### config.mk
export PLATFORM = sky130hd
export DESIGN_NAME = dcache_direct
export DESIGN_NICKNAME = d
export VERILOG_FILES = /design/src/rtl/dcache_direct.sv
export SDC_FILE = /design/constraint.sdc
export NUM_CORES = 1
export LEC_CHECK = 0
export CELL_PAD_IN_SITES_DETAIL_PLACEMENT = 0
export CELL_PAD_IN_SITES_GLOBAL_PLACEMENT = 1
export CORE_ASPECT_RATIO = 0.8
export CORE_MARGIN = 3
export CORE_UTILIZATION = 53
export CTS_CLUSTER_DIAMETER = 50
export CTS_CLUSTER_SIZE = 25
export DETAILED_ROUTE_END_ITERATION = 10
export PLACE_DENSITY = 0.82
export SETUP_SLACK_MARGIN = 0.2
export SLEW_MARGIN = 25
export SYNTH_ARGS = -nofsm -noshare
export SYNTH_HDL_FRONTEND = slang
export SYNTH_SLANG_ARGS = --single-unit
### constraint.sdc
create_clock -name CLK -period 6.9 [get_ports CLK]
set_input_delay 1.035 -clock CLK [delete_from_list [all_inputs] [get_ports CLK]]
set_output_delay 1.035 -clock CLK [all_outputs]
set_load 0.02 [all_outputs]
### src/rtl/dcache_direct.sv
// dcache_direct: direct-mapped, write-through, no-write-allocate data cache.
// Read misses refill a 4-word line from a registered data memory while stalling the pipeline.
module dcache_direct #(
  parameter int SETS = 8,
  parameter int LINE_WORDS = 4,
  parameter int CNT_W = 16
) (
  input  logic             CLK,
  input  logic             RST,
  input  logic             MemRead,
  input  logic             MemWrite,
  input  logic [31:0]      Address,
  input  logic [31:0]      WriteData,
  output logic [31:0]      ReadData,
  output logic             Stall,
  output logic             MemWE,
  output logic [31:0]      MemAddress,
  output logic [31:0]      MemWriteData,
  input  logic [31:0]      MemReadData,
  output logic [CNT_W-1:0] HitCount,
  output logic [CNT_W-1:0] MissCount
);
  localparam int IW = $clog2(SETS);
  localparam int TW = 28 - IW;
  localparam logic [0:0] IDLE = 1'b0;
  localparam logic [0:0] REFILL = 1'b1;
  logic [0:0] state_q, state_d;
  logic [2:0] cnt_q, cnt_d;
  logic [27:0] miss_q, miss_d;
  logic [CNT_W-1:0] hit_q, hit_d, mcnt_q, mcnt_d;
  logic [SETS-1:0] valid_q;
  logic [TW-1:0] tag_q [SETS];
  logic [31:0] data_q [SETS][LINE_WORDS];
  logic [IW-1:0] idx, midx;
  logic [TW-1:0] tag;
  logic [1:0] off, wr_off;
  logic refill, done, hit, st, ld, ld_hit, ld_miss;
  always_comb begin
    idx = Address[4 +: IW];
    tag = Address[31 -: TW];
    off = Address[3:2];
    midx = miss_q[IW-1:0];
    wr_off = cnt_q[1:0] - 2'd1;
    refill = state_q == REFILL;
    done = refill && cnt_q == 3'd4;
    hit = valid_q[idx] && tag_q[idx] == tag;
    st = !RST && !refill && MemWrite;
    ld = !RST && !refill && !MemWrite && MemRead;
    ld_hit = ld && hit;
    ld_miss = ld && !hit;
    Stall = refill || ld_miss;
    MemWE = st;
    MemAddress = refill ? {miss_q, cnt_q[1:0], 2'b00} : Address;
    MemWriteData = WriteData;
    ReadData = ld_hit ? data_q[idx][off] : '0;
    state_d = done ? IDLE : ld_miss ? REFILL : state_q;
    cnt_d = (refill && !done) ? cnt_q + 3'd1 : 3'd0;
    miss_d = ld_miss ? Address[31:4] : miss_q;
    hit_d = hit_q + CNT_W'(ld_hit);
    mcnt_d = mcnt_q + CNT_W'(ld_miss);
    HitCount = hit_q;
    MissCount = mcnt_q;
  end
  always_ff @(posedge CLK or posedge RST) begin
    if (RST) begin
      state_q <= IDLE;
      cnt_q <= '0;
      miss_q <= '0;
      hit_q <= '0;
      mcnt_q <= '0;
      valid_q <= '0;
    end else begin
      state_q <= state_d;
      cnt_q <= cnt_d;
      miss_q <= miss_d;
      hit_q <= hit_d;
      mcnt_q <= mcnt_d;
      if (done) valid_q[midx] <= 1'b1;
    end
  end
  // Refill cycle r captures the word addressed in cycle r-1 (memory read latency of one).
  always_ff @(posedge CLK) begin
    if (done) tag_q[midx] <= miss_q[27:IW];
    if (refill && cnt_q != 3'd0) data_q[midx][wr_off] <= MemReadData;
    if (st && hit) data_q[idx][off] <= WriteData;
  end
endmodule

==> results_dict.tcl <==
set metrics [dict create \
    status "complete, no violations" \
    fin_skew_ns 0.05365 \
    top_layer_used "met5" \
    nets 2721 \
    cts_resized 0 \
    async_flop_share_pct 5.556 \
    grt_max_degree 165 \
    drt_iter0_markers 3336 \
    grt_pass1_vias 25590 \
    tritoncts "done" \
    synthesis.nets 2471 \
    cp_common_cell "buf_12" \
    cp_slowest_cell "clkdlybuf4s50_1" \
    cpLargestDelayFamily "buffers and inverters" \
    max_cap_viol_count 0 \
    gp_congestion 0.7868 \
    critPathLaunchType "primary input" \
    crit_buf_inv 4 \
    synth-simple-area-share_pct 2.073 \
    cts_buffers 102 \
    wl_met1_mm 47.59 \
    path_cells "buf_8 > buf_12 > mux2i_1 > a22o_1 > o21ai_0 > nand4_1 > or4_4 > nor4_2 > nand2_2 > buf_12 > a21oi_1 > clkdlybuf4s50_1" \
    crit_type "primary input to primary output" \
    synth_area_leaders "edfxtp_1, mux4_2, dfrtp_1" \
    rows 101 \
    synth.largest_area_cell "edfxtp_1" \
    power.leakage_uw 0.01917 \
    wire_per_inst_um 30.22 \
    synthMuxAreaShare_pct 18.94 \
    ant_nets 0 \
    grt_overflow 0 \
    setup_violations 0 \
    finalWirelength_mm 120.6 \
    maxSlewHeadroom_pct 2.470 \
    synth_edf_count 1224 \
    yosysMostFrequentCell "edfxtp_1" \
    cts.sinks 1296 \
    ys_seq_area_share_pct 75.16 \
    fillers 6159 \
    route.met3.wl_mm 12.08 \
    die_area_mm2 0.1006 \
    netlist-cell-type-count 45 \
    synth_top_family_by_area "multiplexers" \
    final-hold-violation-count 0 \
    initial_core_util_pct 53.77 \
    synthXorXnorAreaFrac_pct 0.6829 \
    cp-end-kind "primary output" \
    ios 230 \
    syn_area_mm2 0.05130 \
    cp.required_ns 5.86 \
    dpl.hpwl_mm 63.95 \
    vdd_drop_max_uv 242.9 \
    worst_pin_slew_ns 1.463 \
    worstSkewPairLatency_ns 0.70 \
    drc_errors 0 \
    slowest_delay_ns 0.63 \
    hold_path.class "register to register" \
    vias_per_cell 6.325 \
    synth_compound_area_share_pct 1.285 \
    grtUsageTotal_pct 24.15 \
    yosys.area_share.adder_pct 0.1951 \
    die_height_um 284.3 \
    power_uw 17710 \
    fin_crit_ns 6.018 \
    wl_met2_mm 58.14 \
    max_freq_mhz 166.2 \
    slew_viol_final 0 \
    firstDrtPassIters 5 \
    vias 25230 \
    root_buffer "clkbuf_16" \
    cts.path.max_buffers 3 \
    ys_warn_count 0 \
    grt_pass1_wl_mm 177.3 \
    arrival_ns 4.98 \
    synth_cells 2363 \
    coreArea_mm2 0.09541 \
    synthFlopType "edfxtp_1" \
    area_delta_synth_final_pct 15.77 \
    synthTopCellsByCount "edfxtp_1, mux4_2, mux2i_1" \
    ys_ff_latch 1296 \
    grt_setup_unrepaired "no" \
    antenna_cells 0 \
    critPathMaxFanout 69 \
    post_cts_buffers 0 \
    io_buffer_count 229 \
    yosysTopAreaCellShare_pct 71.65 \
    antenna_found_initial 1 \
    fin_tns_setup_ns 0 \
    syn_avg_cell_area_um2 21.71 \
    cts_hold_buf 0 \
    drive_above_1_share_pct 27.76 \
    die_x_um 353.8 \
    fin_crit_sh_pct 87.22 \
    p_per_area_mw_per_mm2 298.1 \
    htreeDepth 3 \
    clk_pin_slew_ns 0.07 \
]
[path summary, 6_finish.rpt]
| check | depth (start not counted) | endpoint | start | slack (ns) |
|---|---|---|---|---|
| max reg2reg | 15 | HitCount[15] | tag_q[3][5] | 2.57 |
| min reg2reg | 1 | valid_q[7] | valid_q[7] | 0.47 |
| max in group asynchronous | 3 | refill | RST | 5.45 |
| max | 12 | ReadData[31] | Address[4] | 0.88 |
| min in group asynchronous | 3 | miss_q[5] | RST | 0.92 |
| min | 1 | valid_q[7] | valid_q[7] | 0.47 |
[power breakdown]
part	switching (µW)	total (µW)	internal (µW)	leakage, µW
combinational	1100	1990	887	0.00545
clock	3050	6300	3260	0.00177
sequential	293	9410	9120	0.0119
[cells in the final DEF (no fill, tap or decap), types with 26 or more instances in the layout]
cell type / n
edfxtp_1: 1224
mux4_2: 338
clkdlybuf4s50_1: 223
clkbuf_16: 103
mux2i_1: 96
nand2_1: 88
dfrtp_1: 71
mux2_2: 71
buf_4: 45
nor2_1: 44
xnor2_1: 26
buf_12: 26
[flip-flops by register name, summed over array words and instances, names as in the netlist]
signal and count:
data_q 1024, tag_q 200, miss_q 28, HitCount 16
MissCount 16, valid_q 8, cnt_q 3, refill 1
[kinds of logic (layout without fill, tap and decap cells)]
group	count (synthesis)	after routing
AND/OR/NAND/NOR	229	229
AO/OA/AOI/OAI	102	102
buffers and inverters	160	499
adder cells (fa/ha/maj)	8	8
flip-flops	1296	1296
multiplexers	528	528
XOR/XNOR	40	40
[per-stage QoR]
stage	instance area (µm²)	utilization, %	setup WS [ns]	hold slack, ns	cells
finish	59390	62.25	0.8820	0.4684	3989
global route	59390	62.25	0.6521	0.4835	3989
CTS	59360	62.21	0.8432	0.4719	3988
detailed placement	55650	58.33	0.8565	0.4515	3795
global placement	55650	58.33	0.8820	0.4493	3795
floorplan	51300	-	0.9840	0.4337	2363
[cell type report]
class,instances,area [µm²],share of cell area [%]
well taps,1287,1610,2.711
clock inverters,85,1102,1.856
clock buffers,108,2606,4.388
flip-flops and latches,1296,38560,64.92
repair buffers,298,3159,5.320
multi-input cells,907,12310,20.73
inverters,8,38.79,0.06531
[layer usage]
layer | up-vias | GRT usage [%]
met2 | 1374 | 37.47
met5 | - | 0
met3 | 198 | 4.748
li1 | 10300 | -
met4 | 2 | 5.929
met1 | 13350 | 35.93
Power figures use the tool's default switching activity.
